**config.mk**
```make
export PLATFORM = sky130hd
export DESIGN_NAME = control_unit_flat
export DESIGN_NICKNAME = d
export VERILOG_FILES = /design/src/rtl/control_unit_if.sv /design/src/rtl/control_unit.sv /design/src/flat_wrapper.sv
export SDC_FILE = /design/constraint.sdc
export NUM_CORES = 1
export LEC_CHECK = 0
export CAP_MARGIN = 40
export CORE_MARGIN = 8
export CORE_UTILIZATION = 40
export CTS_BUF_LIST = sky130_fd_sc_hd__clkbuf_4 sky130_fd_sc_hd__clkbuf_8
export CTS_CLUSTER_DIAMETER = 50
export DETAILED_ROUTE_END_ITERATION = 7
export HOLD_SLACK_MARGIN = 0.12
export PLACE_DENSITY = 0.84
export SLEW_MARGIN = 15
export SYNTH_ARGS = -nofsm -noshare
export SYNTH_HDL_FRONTEND = slang
export SYNTH_SLANG_ARGS = --single-unit
```
**constraint.sdc**
```tcl
create_clock -name clk -period 2.6 [get_ports clk]
set_input_delay 0.26 -clock clk [delete_from_list [all_inputs] [get_ports clk]]
set_output_delay 0.26 -clock clk [all_outputs]
set_load 0.03 [all_outputs]
```
**src/rtl/control_unit_if.sv**
```systemverilog
// Handshake and control bus between the control unit and its datapath.
// The master side drives run/ir/mem_done; the slave (control unit) drives the selects.
interface control_unit_if;
  logic        run;
  logic [31:0] ir;
  logic        mem_done;

  logic        PCout, Zlowout, MDRout, Cout, BAout, Rout;
  logic        MARin, Zin, PCin, MDRin, IRin, Yin, Rin;
  logic        Gra, Grb, Grc;
  logic        IncPC, Read, Write;
  logic        ADD, SUB, AND, OR;
  logic        halted;
  logic [3:0]  state;
  logic [15:0] instr_count;

  modport master (
    output run, ir, mem_done,
    input  PCout, Zlowout, MDRout, Cout, BAout, Rout,
    input  MARin, Zin, PCin, MDRin, IRin, Yin, Rin,
    input  Gra, Grb, Grc, IncPC, Read, Write,
    input  ADD, SUB, AND, OR, halted, state, instr_count
  );

  modport slave (
    input  run, ir, mem_done,
    output PCout, Zlowout, MDRout, Cout, BAout, Rout,
    output MARin, Zin, PCin, MDRin, IRin, Yin, Rin,
    output Gra, Grb, Grc, IncPC, Read, Write,
    output ADD, SUB, AND, OR, halted, state, instr_count
  );
endinterface

```
**src/rtl/control_unit.sv**
```systemverilog
// Hardwired Moore control unit: fetch (T0-T3), opcode-specific execute (T4-T8), HALT.
// All control outputs decode only state_q and op_q.
module control_unit (
  input  logic          clk,
  input  logic          clear,
  control_unit_if.slave bus
);

  typedef enum logic [3:0] {
    S_IDLE = 4'd0,
    S_T0   = 4'd1,
    S_T1   = 4'd2,
    S_T2   = 4'd3,
    S_T3   = 4'd4,
    S_T4   = 4'd5,
    S_T5   = 4'd6,
    S_T6   = 4'd7,
    S_T7   = 4'd8,
    S_T8   = 4'd9,
    S_HALT = 4'd10
  } state_e;

  localparam logic [4:0] OP_LD  = 5'b00000;
  localparam logic [4:0] OP_LDI = 5'b00001;
  localparam logic [4:0] OP_ST  = 5'b00010;
  localparam logic [4:0] OP_ADD = 5'b00011;
  localparam logic [4:0] OP_SUB = 5'b00100;
  localparam logic [4:0] OP_AND = 5'b00101;
  localparam logic [4:0] OP_OR  = 5'b00110;

  state_e      state_q, state_d;
  logic [4:0]  op_q, op_d;
  logic [15:0] instr_count_q, instr_count_d;
  logic        retire_s;
  logic        is_alu_s;
  logic        is_mem_s;
  logic        unused_ir_s;

  function automatic logic op_valid(input logic [4:0] op);
    case (op)
      OP_LD, OP_LDI, OP_ST, OP_ADD, OP_SUB, OP_AND, OP_OR: op_valid = 1'b1;
      default:                                              op_valid = 1'b0;
    endcase
  endfunction

  // Register fields are consumed by the datapath, not by this block.
  assign unused_ir_s = ^bus.ir[26:0];

  assign is_alu_s = (op_q == OP_ADD) || (op_q == OP_SUB) ||
                    (op_q == OP_AND) || (op_q == OP_OR);
  assign is_mem_s = (op_q == OP_LD) || (op_q == OP_ST);

  // State, latched opcode and retired-instruction counter.
  always_ff @(posedge clk or posedge clear) begin
    if (clear) begin
      state_q       <= S_IDLE;
      op_q          <= 5'd0;
      instr_count_q <= 16'd0;
    end else begin
      state_q       <= state_d;
      op_q          <= op_d;
      instr_count_q <= instr_count_d;
    end
  end

  // Next-state logic; mem_done only matters in the three memory-wait states.
  always_comb begin
    state_d  = state_q;
    op_d     = op_q;
    retire_s = 1'b0;
    case (state_q)
      S_IDLE: begin
        if (bus.run) state_d = S_T0;
        else         state_d = S_IDLE;
      end
      S_T0: state_d = S_T1;
      S_T1: state_d = S_T2;
      S_T2: begin
        if (bus.mem_done) state_d = S_T3;
        else              state_d = S_T2;
      end
      S_T3: begin
        op_d = bus.ir[31:27];
        if (op_valid(bus.ir[31:27])) state_d = S_T4;
        else                         state_d = S_HALT;
      end
      S_T4: state_d = S_T5;
      S_T5: state_d = S_T6;
      S_T6: begin
        if (is_mem_s) begin
          state_d = S_T7;
        end else begin
          state_d  = S_T0;
          retire_s = 1'b1;
        end
      end
      S_T7: begin
        if ((op_q == OP_ST) || bus.mem_done) state_d = S_T8;
        else                                 state_d = S_T7;
      end
      S_T8: begin
        if ((op_q == OP_LD) || bus.mem_done) begin
          state_d  = S_T0;
          retire_s = 1'b1;
        end else begin
          state_d = S_T8;
        end
      end
      S_HALT:  state_d = S_HALT;
      default: state_d = S_IDLE;
    endcase
    instr_count_d = retire_s ? (instr_count_q + 16'd1) : instr_count_q;
  end

  // Moore output decode.
  always_comb begin
    bus.PCout = 1'b0; bus.Zlowout = 1'b0; bus.MDRout = 1'b0;
    bus.Cout  = 1'b0; bus.BAout   = 1'b0; bus.Rout   = 1'b0;
    bus.MARin = 1'b0; bus.Zin     = 1'b0; bus.PCin   = 1'b0;
    bus.MDRin = 1'b0; bus.IRin    = 1'b0; bus.Yin    = 1'b0;
    bus.Rin   = 1'b0; bus.Gra     = 1'b0; bus.Grb    = 1'b0;
    bus.Grc   = 1'b0; bus.IncPC   = 1'b0; bus.Read   = 1'b0;
    bus.Write = 1'b0; bus.ADD     = 1'b0; bus.SUB    = 1'b0;
    bus.AND   = 1'b0; bus.OR      = 1'b0;
    case (state_q)
      S_T0: begin
        bus.PCout = 1'b1; bus.MARin = 1'b1; bus.IncPC = 1'b1; bus.Zin = 1'b1;
      end
      S_T1: begin
        bus.Zlowout = 1'b1; bus.PCin = 1'b1;
      end
      S_T2: begin
        bus.Read = 1'b1; bus.MDRin = 1'b1;
      end
      S_T3: begin
        bus.MDRout = 1'b1; bus.IRin = 1'b1;
      end
      S_T4: begin
        bus.Grb = 1'b1;
        bus.Yin = 1'b1;
        if (is_alu_s) bus.Rout  = 1'b1;
        else          bus.BAout = 1'b1;
      end
      S_T5: begin
        bus.Zin = 1'b1;
        if (is_alu_s) begin
          bus.Grc  = 1'b1;
          bus.Rout = 1'b1;
          case (op_q)
            OP_SUB:  bus.SUB = 1'b1;
            OP_AND:  bus.AND = 1'b1;
            OP_OR:   bus.OR  = 1'b1;
            default: bus.ADD = 1'b1;
          endcase
        end else begin
          bus.Cout = 1'b1;
          bus.ADD  = 1'b1;
        end
      end
      S_T6: begin
        bus.Zlowout = 1'b1;
        if (is_mem_s) begin
          bus.MARin = 1'b1;
        end else begin
          bus.Gra = 1'b1;
          bus.Rin = 1'b1;
        end
      end
      S_T7: begin
        bus.MDRin = 1'b1;
        if (op_q == OP_ST) begin
          bus.Gra  = 1'b1;
          bus.Rout = 1'b1;
        end else begin
          bus.Read = 1'b1;
        end
      end
      S_T8: begin
        if (op_q == OP_ST) begin
          bus.Write = 1'b1;
        end else begin
          bus.MDRout = 1'b1;
          bus.Gra    = 1'b1;
          bus.Rin    = 1'b1;
        end
      end
      default: begin
        bus.PCout = 1'b0;
      end
    endcase
  end

  assign bus.halted      = (state_q == S_HALT);
  assign bus.state       = state_q;
  assign bus.instr_count = instr_count_q;

endmodule

```
**src/flat_wrapper.sv**
```systemverilog
// flat-port wrapper written by rule: the top's interface ports become plain ports
module control_unit_flat 
  (clk, clear, bus_run, bus_ir, bus_mem_done, bus_PCout, bus_Zlowout, bus_MDRout, bus_Cout, bus_BAout, bus_Rout, bus_MARin, bus_Zin, bus_PCin, bus_MDRin, bus_IRin, bus_Yin, bus_Rin, bus_Gra, bus_Grb, bus_Grc, bus_IncPC, bus_Read, bus_Write, bus_ADD, bus_SUB, bus_AND, bus_OR, bus_halted, bus_state, bus_instr_count);
  control_unit_if bus_i ();
  input  logic clk;
  input  logic clear;
  input wire logic [$bits(bus_i.run)-1:0] bus_run;
  input wire logic [$bits(bus_i.ir)-1:0] bus_ir;
  input wire logic [$bits(bus_i.mem_done)-1:0] bus_mem_done;
  output wire logic [$bits(bus_i.PCout)-1:0] bus_PCout;
  output wire logic [$bits(bus_i.Zlowout)-1:0] bus_Zlowout;
  output wire logic [$bits(bus_i.MDRout)-1:0] bus_MDRout;
  output wire logic [$bits(bus_i.Cout)-1:0] bus_Cout;
  output wire logic [$bits(bus_i.BAout)-1:0] bus_BAout;
  output wire logic [$bits(bus_i.Rout)-1:0] bus_Rout;
  output wire logic [$bits(bus_i.MARin)-1:0] bus_MARin;
  output wire logic [$bits(bus_i.Zin)-1:0] bus_Zin;
  output wire logic [$bits(bus_i.PCin)-1:0] bus_PCin;
  output wire logic [$bits(bus_i.MDRin)-1:0] bus_MDRin;
  output wire logic [$bits(bus_i.IRin)-1:0] bus_IRin;
  output wire logic [$bits(bus_i.Yin)-1:0] bus_Yin;
  output wire logic [$bits(bus_i.Rin)-1:0] bus_Rin;
  output wire logic [$bits(bus_i.Gra)-1:0] bus_Gra;
  output wire logic [$bits(bus_i.Grb)-1:0] bus_Grb;
  output wire logic [$bits(bus_i.Grc)-1:0] bus_Grc;
  output wire logic [$bits(bus_i.IncPC)-1:0] bus_IncPC;
  output wire logic [$bits(bus_i.Read)-1:0] bus_Read;
  output wire logic [$bits(bus_i.Write)-1:0] bus_Write;
  output wire logic [$bits(bus_i.ADD)-1:0] bus_ADD;
  output wire logic [$bits(bus_i.SUB)-1:0] bus_SUB;
  output wire logic [$bits(bus_i.AND)-1:0] bus_AND;
  output wire logic [$bits(bus_i.OR)-1:0] bus_OR;
  output wire logic [$bits(bus_i.halted)-1:0] bus_halted;
  output wire logic [$bits(bus_i.state)-1:0] bus_state;
  output wire logic [$bits(bus_i.instr_count)-1:0] bus_instr_count;
  assign bus_i.run = bus_run;
  assign bus_i.ir = bus_ir;
  assign bus_i.mem_done = bus_mem_done;
  assign bus_PCout = bus_i.PCout;
  assign bus_Zlowout = bus_i.Zlowout;
  assign bus_MDRout = bus_i.MDRout;
  assign bus_Cout = bus_i.Cout;
  assign bus_BAout = bus_i.BAout;
  assign bus_Rout = bus_i.Rout;
  assign bus_MARin = bus_i.MARin;
  assign bus_Zin = bus_i.Zin;
  assign bus_PCin = bus_i.PCin;
  assign bus_MDRin = bus_i.MDRin;
  assign bus_IRin = bus_i.IRin;
  assign bus_Yin = bus_i.Yin;
  assign bus_Rin = bus_i.Rin;
  assign bus_Gra = bus_i.Gra;
  assign bus_Grb = bus_i.Grb;
  assign bus_Grc = bus_i.Grc;
  assign bus_IncPC = bus_i.IncPC;
  assign bus_Read = bus_i.Read;
  assign bus_Write = bus_i.Write;
  assign bus_ADD = bus_i.ADD;
  assign bus_SUB = bus_i.SUB;
  assign bus_AND = bus_i.AND;
  assign bus_OR = bus_i.OR;
  assign bus_halted = bus_i.halted;
  assign bus_state = bus_i.state;
  assign bus_instr_count = bus_i.instr_count;
  control_unit u_core (.clk(clk), .clear(clear), .bus(bus_i));
endmodule
```
==> metrics <==
Seq cells post-synth 25; Synth cell types 45; GPL Wtd Cong 0.8716; Core Rows 22; EDFF count, synth 0; share of layout cells above drive strength 1 10.76%; CP Class reg -> out; startpoint types register; port buffer count 52; Die Ht 76.88 um; Final setup violation count 0; Ant. Diodes 0; Hold Vio Cnt, Final 0; # hold bufs at CTS 0; leading cell types in the layout, fill and taps excluded clkdlybuf4s50_1 (43), dfrtp_1 (25), nor2_1 (18), nand2_1 (16), xnor2_1 (10); YS warnings 0; Die X 76.88 um; HP Class in -> async; Fmax achieved 388.7 MHz; setup TNS 0 ns; mapped cell area 1483 sq um; Top Ports 80; synthesized area per cell 8.986 sq um; Max Cap Viol 0; VDD IR max 0.2044 mV; Synth top area share 42.19%; Net Count, Synth 202; Post-Syn Instances 165; clock network latency to the later pin of the worst-skew pair 0.27 ns; commonest non-fill, non-tap cell in the layout clkdlybuf4s50_1; DR pass1 iterations 4; Pwr Total 0.0006634 W; Seq/Total Area, Yosys 42.19%; share of synthesized registers carrying an async set or reset 100.0%; reg2reg start u_core.op_q[4]; fin util 59.82%; routing usage on met1 16.39%; Starting Density 41.12%; core box area 3606 sq um; number of routed nets with antenna violations 0; CP Capture Type primary output; gr ovfl total 0; Rel. slew slack 52.76%; Vias/cell 5.303; skew final 0.001921 ns; via total after detailed routing 1437; GR peak layer met2; DP Wirelength 3.038 mm; CP max FO 7; ranking of synthesized cells by area dfrtp_1 (42%), xnor2_1 (5.9%), nor2_1 (4.6%); PwrDens 307.5 nW/um^2; # DRC 0; Worst-path clk slew 0.09 ns; Worst Tran Pin Value 0.7038 ns; DP Worst Slack 0.2034 ns; drt total wl 3.959 mm; largest net degree at the start of global routing 26; Final Cycle Share 98.95%; Die ar. 5911 sq um; first-pass GRT wire length 6.699 mm; synth-to-layout area growth 45.49%; Final nets 261; initial antenna violation count 0; CTS Buf Count 3; routing usage on met3 2.564%; CTS tree yes; Setup Fix Bufs, Post-CTS 0; TritonCTS Sinks 25; DR WL/cell 14.61 um; Pleak 1.029 nW; vias in the first global route 1478; dominant cell type by area after synthesis dfrtp_1; Fillers 316; CTS Root Cell clkbuf_8; Period minus WS final 2.573 ns; Critical Path RT 2.34 ns; initial DRC count 102; Overall Global Routing Usage 13.18%; Longest Clk Path Bufs 2; Top FF cell, synth dfrtp_1; crit path launch u_core.op_q[4]; setup ws final 0.02718 ns; status finished clean; htree depth 1; max-slew violations 0; GR Util met2 22.26%; Critical Path AT 2.31 ns
-- final timing paths --
kind / slack, ns / depth (start not counted) / endpoint
setup / recovery: 0.03 / 5 / bus_Read
hold / removal: 0.33 / 3 / u_core.bus.instr_count[13]
setup reg to reg: 0.49 / 4 / u_core.bus.instr_count[1]
hold reg to reg: 0.48 / 1 / u_core.bus.instr_count[15]
max in group asynchronous: 2.02 / 3 / u_core.bus.state[3]
min in group clk: 0.48 / 1 / u_core.bus.instr_count[15]
-- cell usage after synthesis, types with 2 or more instances --
library cell	number
buf_4	2
nand3_1	7
a31oi_1	2
xor2_1	6
nor4_1	6
nor3_1	7
dfrtp_1	25
a21oi_1	5
or2_2	2
nand2_1	16
nand2b_1	5
xnor2_1	10
mux2_2	5
nor2_1	18
inv_1	8
nand4_1	4
o21ai_0	6
clkbuf_1	3
or3_1	2
-- final cells by class --
| cell class | instances | area, sq um | area share [%] |
|---|---|---|---|
| Sequential cell | 25 | 625.6 | 29.00 |
| Multi-Input combinational cell | 126 | 803.3 | 37.24 |
| Clock buffer | 3 | 41.29 | 1.914 |
| Tap cell | 48 | 60.06 | 2.784 |
| Timing Repair Buffer | 60 | 588.1 | 27.26 |
| Clock inverter | 1 | 8.758 | 0.4060 |
| Inverter | 8 | 30.03 | 1.392 |
-- layer usage --
layer | vias up | part of all wire (%)
met4 | 0 | 1.1
met1 | 690 | 45
met5 | - | 0
li1 | 699 | -
met2 | 44 | 49
met3 | 4 | 5.0
-- stage by stage --
stage	hold slack (ns)	cells	area, sq um
after floorplan	0.2873	165	1483
after global placement	0.4570	267	2093
after detailed placement	0.4653	267	2093
after CTS	0.3538	271	2138
after global routing	0.3841	271	2157
final	0.3336	271	2157
-- critical path, cell delays in order (launching register included) --
cell and delay, ns:
dfrtp_1 0.45, nor4_1 0.49, nand2_1 0.20, a31oi_1 0.23, nor2_1 0.07, clkdlybuf4s50_1 0.60
-- power breakdown --
| part | switching, W | leakage, nW | internal, W | total [W] |
|---|---|---|---|---|
| Sequential | 0 | 0.318 | 0.000388 | 0.000388 |
| Clock | 0.000137 | 0.0261 | 0.000112 | 0.000249 |
| Combinational | 0.0000132 | 0.684 | 0.0000127 | 0.0000259 |
-- flip-flops by register name, summed over array words and instances (netlist names) --
register,cells
u_core.op_q,5
u_core.bus.instr_count,16
u_core.bus.state,4
-- cell families after synthesis --
family	Yosys count	synth area share [%]
AO/OA/AOI/OAI	25	10.80
multiplexers	5	3.797
flip-flops	25	42.19
AND/OR/NAND/NOR	79	28.86
adder cells (fa/ha/maj)	1	0.8437
XOR/XNOR	16	9.451
buffers and inverters	14	4.050
-- what timing repair did --
item | in CTS | in global routing
resized for setup | 4 | 6
gates cloned | 0 | 0
endpoints found under the setup margin | 4 | 6
Power figures use the tool's default switching activity.
